## config.mk

```make
export PLATFORM = sky130hd
export DESIGN_NAME = alarm_sequencer
export DESIGN_NICKNAME = d
export VERILOG_FILES = /design/src/rtl/alarm_sequencer.sv
export SDC_FILE = /design/constraint.sdc
export NUM_CORES = 1
export LEC_CHECK = 0
export BUFFER_PORTS_ARGS = -buffer_cell sky130_fd_sc_hd__clkbuf_2
export CAP_MARGIN = 15
export CORE_ASPECT_RATIO = 1.5
export CORE_MARGIN = 3
export CORE_UTILIZATION = 60
export DETAILED_ROUTE_END_ITERATION = 6
export GPL_TIMING_DRIVEN = 0
export PLACE_DENSITY = 0.8
export SLEW_MARGIN = 30
export SYNTH_ARGS = -nofsm -noshare
export SYNTH_HDL_FRONTEND = slang
export SYNTH_SLANG_ARGS = --single-unit
```

## constraint.sdc

```tcl
create_clock -name i_Clk -period 2.7 [get_ports i_Clk]
set_clock_uncertainty 0.05 [all_clocks]
set_input_delay 0.54 -clock i_Clk [delete_from_list [all_inputs] [get_ports i_Clk]]
set_output_delay 0.54 -clock i_Clk [all_outputs]
set_load 0.005 [all_outputs]
```

## src/rtl/alarm_sequencer.sv

```systemverilog
// Arming/alarm controller: exit delay, armed, entry delay and timed alarm phases.
// Optional feature: define ALARM_BLINK_EN to pulse the siren with a BLINK_CYCLES half-period.
module alarm_sequencer #(
  parameter int                    NUM_ZONES       = 2,
  parameter logic [NUM_ZONES-1:0]  DELAY_ZONE_MASK = 2'b01,
  parameter int unsigned           EXIT_CYCLES     = 250_000_000,
  parameter int unsigned           ENTRY_CYCLES    = 250_000_000,
  parameter int unsigned           ALARM_CYCLES    = 1_500_000_000,
  parameter int unsigned           BLINK_CYCLES    = 6_250_000
) (
  input  logic                 i_Clk,
  input  logic                 i_Reset_n,
  input  logic                 i_Arm_Req,
  input  logic                 i_Disarm_Req,
  input  logic [NUM_ZONES-1:0] i_Zone_Trip,
  output logic [2:0]           o_State,
  output logic                 o_Armed_LED,
  output logic                 o_Siren,
  output logic [NUM_ZONES-1:0] o_Alarm_Zones,
  output logic                 o_Arm_Fault
);

  typedef enum logic [2:0] {
    DISARMED    = 3'd0,
    EXIT_DELAY  = 3'd1,
    ARMED       = 3'd2,
    ENTRY_DELAY = 3'd3,
    ALARM       = 3'd4
  } state_t;

  localparam int unsigned MAX_EE     = (EXIT_CYCLES > ENTRY_CYCLES) ? EXIT_CYCLES : ENTRY_CYCLES;
  localparam int unsigned MAX_CYCLES = (MAX_EE > ALARM_CYCLES) ? MAX_EE : ALARM_CYCLES;
  localparam int          TIMER_W    = (MAX_CYCLES > 2) ? $clog2(MAX_CYCLES) : 1;

  localparam logic [TIMER_W-1:0] EXIT_LAST  = TIMER_W'(EXIT_CYCLES - 1);
  localparam logic [TIMER_W-1:0] ENTRY_LAST = TIMER_W'(ENTRY_CYCLES - 1);
  localparam logic [TIMER_W-1:0] ALARM_LAST = TIMER_W'(ALARM_CYCLES - 1);
  localparam logic [TIMER_W-1:0] TIMER_MAX  = '1;

  generate
    if ((NUM_ZONES < 1) || (NUM_ZONES > 8) || (EXIT_CYCLES < 2) || (ENTRY_CYCLES < 2) ||
        (ALARM_CYCLES < 2) || (BLINK_CYCLES < 1)) begin : g_bad_params
      $error("alarm_sequencer: parameter out of range");
    end
  endgenerate

  state_t                state;
  state_t                state_next;
  logic [TIMER_W-1:0]    timer;
  logic [NUM_ZONES-1:0]  zones_next;
  logic                  fault_next;
  logic [NUM_ZONES-1:0]  instant_trip;
  logic [NUM_ZONES-1:0]  delayed_trip;

  assign instant_trip = i_Zone_Trip & ~DELAY_ZONE_MASK;
  assign delayed_trip = i_Zone_Trip & DELAY_ZONE_MASK;

  always_comb begin
    state_next = state;
    zones_next = o_Alarm_Zones;
    fault_next = 1'b0;
    if (i_Disarm_Req) begin
      state_next = DISARMED;
    end else begin
      case (state)
        DISARMED: begin
          if (i_Arm_Req) begin
            if (|i_Zone_Trip) begin
              fault_next = 1'b1;
            end else begin
              state_next = EXIT_DELAY;
              zones_next = '0;
            end
          end
        end
        EXIT_DELAY: begin
          if (timer == EXIT_LAST) state_next = ARMED;
        end
        ARMED: begin
          zones_next = o_Alarm_Zones | i_Zone_Trip;
          if (|instant_trip)      state_next = ALARM;
          else if (|delayed_trip) state_next = ENTRY_DELAY;
        end
        ENTRY_DELAY: begin
          zones_next = o_Alarm_Zones | i_Zone_Trip;
          if ((|instant_trip) || (timer == ENTRY_LAST)) state_next = ALARM;
        end
        ALARM: begin
          zones_next = o_Alarm_Zones | i_Zone_Trip;
          if (timer == ALARM_LAST) state_next = ARMED;
        end
        default: state_next = DISARMED;
      endcase
    end
  end

  // Timer restarts on every state change and saturates while idling in untimed states.
  always_ff @(posedge i_Clk) begin
    if (!i_Reset_n) begin
      state         <= DISARMED;
      timer         <= '0;
      o_Armed_LED   <= 1'b0;
      o_Alarm_Zones <= '0;
      o_Arm_Fault   <= 1'b0;
    end else begin
      state         <= state_next;
      o_Armed_LED   <= (state_next != DISARMED);
      o_Alarm_Zones <= zones_next;
      o_Arm_Fault   <= fault_next;
      if (state_next != state) timer <= '0;
      else if (timer != TIMER_MAX) timer <= timer + 1'b1;
    end
  end

  assign o_State = state;

`ifdef ALARM_BLINK_EN
  localparam int                 BLINK_W    = (BLINK_CYCLES > 2) ? $clog2(BLINK_CYCLES) : 1;
  localparam logic [BLINK_W-1:0] BLINK_LAST = BLINK_W'(BLINK_CYCLES - 1);

  logic [BLINK_W-1:0] blink_cnt;

  // Siren starts high on ALARM entry and flips after each BLINK_CYCLES-long phase.
  always_ff @(posedge i_Clk) begin
    if (!i_Reset_n) begin
      o_Siren   <= 1'b0;
      blink_cnt <= '0;
    end else if (state_next != ALARM) begin
      o_Siren   <= 1'b0;
      blink_cnt <= '0;
    end else if (state != ALARM) begin
      o_Siren   <= 1'b1;
      blink_cnt <= '0;
    end else if (blink_cnt == BLINK_LAST) begin
      o_Siren   <= ~o_Siren;
      blink_cnt <= '0;
    end else begin
      blink_cnt <= blink_cnt + 1'b1;
    end
  end
`else
  always_ff @(posedge i_Clk) begin
    if (!i_Reset_n) o_Siren <= 1'b0;
    else            o_Siren <= (state_next == ALARM);
  end
`endif

endmodule

```

==> flow_summary.ini <==
[timing]
rsz0062_at_grt = false
relSlewSlack = 0.601
drv_slew = 0
hold_viol_final = 0
post-route-period-util = 0.888
setup_viol = 0
tightest_slew_ps = 592
fmax_mhz = 417
period_needed_ps = 2400
setup_tns_ps = 0

[grt]
grt_max_degree = 14
grt_pass1_vias = 2010
grt_pass1_wl_um = 9020
grt_antenna_before_repair = 0
grt_util_all_layers = 0.254
grt_overflow = 0

[place]
portBuffers = 12
gp_congestion = 0.923
placed_area_sq_um = 2300
dp_hpwl_um = 3940

[setup_path]
r2r_slack_ps = 300
critPathTopFamily = simple AND/OR/NAND/NOR gates
cp_cell_sequence = ha_1 -> and2_0 -> nand3_1 -> nor4_4 -> buf_4 -> or3_1 -> a21oi_1
r2r-end = timer[6]
cp_data_required_time_ps = 2840
r2r_start = timer[0]
crit_cells = 7
path_class = reg2reg
arrival_ps = 2540
crit_slowest_cell = nor4_4
ff2ff_path_depth = 7
crit_fanout = 10
cp-start-kind = flop
crit_path_end_kind = flop
critPathBufInv = 1
cp-startpoint = timer[0]
crit_path_max_incr_delay_ps = 610

[die]
fp.dieH_um = 80.0
start_util = 0.635
dieArea_sq_um = 4430
core_area_sq_um = 3450
rows = 26
die_w_um = 55.3
num_io_pins = 14

[clock_tree]
clkTransAtPathRegs_ps = 80
clock_latency_ps = 300
cts_buffers = 5
cts_resized = 0
cts.hold.buffers_added = 0
cts_max_path_buffers = 2
cts_max_level = 2
cts_sinks = 39
cts_tree = built
cts_root_buffer = clkbuf_8
post_cts_buffers = 0

[synth]
synth_edf_count = 0
ys_async_sr_fraction = 0
synthTopCellsByArea = dfxtp_1 (36%), a21oi_1 (6.9%), o31ai_1 (4.5%)
seq_area_frac_synth = 0.357
syn-num-nets = 269
ys_ff_latch = 39
synth_ff_type = dfxtp_1
yosys_warnings = 0
syn_area_sq_um = 2190
syn_inst = 262
synth_top_area_frac = 0.357
synth_top_area_cell = dfxtp_1
ys_types = 55
syn_avg_cell_area_sq_um = 8.36

[final_layout]
final_common_cell = dfxtp_1
final.fill_count = 299
n_antenna_cell = 0
syn_to_final_growth_pct = 10.9
layout_common_cells = dfxtp_1 (39), a21oi_1 (30), o21ai_0 (16), nand2_1 (16), nor2_1 (15)
drive_gt1_frac = 0.181
final_nets = 288
design_area_sq_um = 2430

[pwr]
power.leakage_nw = 0.759
p_per_area_nw_per_um2 = 464
irDropWorstVdd_v = 0.000465

[hold_path]
hold_end = o_Alarm_Zones[0]
hp-class = reg2reg
hp-start = o_Alarm_Zones[0]
hold_depth = 2

[detailed_routing]
vias_per_cell = 6.56
first_pass_iters = 4
drt_iter0_drc = 92
route.detailed.drc = 0
wl_um = 5280
ant_nets = 0
routedWlPerCell_um = 16.3
vias = 2126

[run_status]
status = finished, final reports clean

[job]
max_cap_violations = 0
per-stage QoR:
step / cells / utilization / hold slack [ps] / power, mW / setup slack [ps]
finish: 324 / 0.704 / 428 / 1.13 / 302
global route: 324 / 0.704 / 477 / 1.17 / 122
CTS: 324 / 0.700 / 439 / 1.13 / 93.8
detailed placement: 316 / 0.668 / 422 / 0.650 / 118
global placement: 316 / 0.668 / 405 / 0.649 / 107
floorplan: 262 / - / 396 / 0.633 / 462
flip-flops by register name (all words and copies together) (netlist names):
signal,flops
o_State,3
o_Alarm_Zones,2
timer,31
o_Siren,1
o_Armed_LED,1
o_Arm_Fault,1
synth_stat cells (2+ instances only):
cell and number:
and4_1 2, nor3_1 5, xor2_1 2, and3_1 7, clkbuf_8 2, o41ai_1 2, nand2_1 16, xnor2_1 2
nor3b_1 2, nor2b_1 2, dfxtp_1 39, a21oi_1 30, a2111o_1 2, or4bb_1 2, nor4_1 4, or4b_1 2
nand3_1 14, or4_2 6, o21ai_0 16, o31ai_1 13, or3_1 10, buf_6 5, or3_2 4, inv_1 9
and2_1 2, clkbuf_1 2, nor2_1 15, or4_1 7, nand4_1 12
how the worst max path moves through the flow:
stage | end | slack (ps)
after global routing | timer[18] | 120
after detailed placement | timer[9] | 120
after global placement | timer[4] | 110
after floorplan | timer[27] | 460
after CTS | timer[6] | 90
final | timer[6] | 300
logic make-up (layout without fill, tap and decap cells):
kind of cell	Yosys count	count (layout)	share of synthesized area
AOI/OAI and AO/OA	73	73	0.209
muxes	1	1	0.00457
and+or+nand+nor	121	121	0.337
adders and majority gates	2	2	0.0103
xor gates and xnor gates	4	4	0.0160
buffers and inverters	22	42	0.0669
DFF	39	39	0.357
per-layer routing:
layer | vias to the layer above | global-route usage | routed length (um)
met3 | 16 | 0.0421 | 212
met5 | - | 0 | 0
met2 | 66 | 0.473 | 2740
met1 | 982 | 0.272 | 2130
met4 | 0 | 0.124 | 199
li1 | 1062 | - | -
power breakdown:
| part | switching, mW | leakage [nW] | internal (mW) |
|---|---|---|---|
| Combinational | 0.0300 | 0.386 | 0.0207 |
| Sequential | 0.00588 | 0.315 | 0.580 |
| Clock | 0.214 | 0.0581 | 0.275 |
| Total | 0.250 | 0.759 | 0.876 |
tightest hold or removal path: stages, from the launching register on:
cell and delay [ps]:
dfxtp_1 330, a21oi_1 40, nor2_1 70
layout make-up:
cell class	instances	area, sq um	area share
Inverter	10	37.5	0.0155
Clock inverter	3	43.8	0.0180
Multi-Input combinational cell	201	1280	0.526
Tap cell	42	52.6	0.0216
Sequential cell	39	781	0.321
Buffer	12	109	0.0448
Clock buffer	5	68.8	0.0283
Timing Repair Buffer	12	60.1	0.0247
Power figures use the tool's default switching activity.
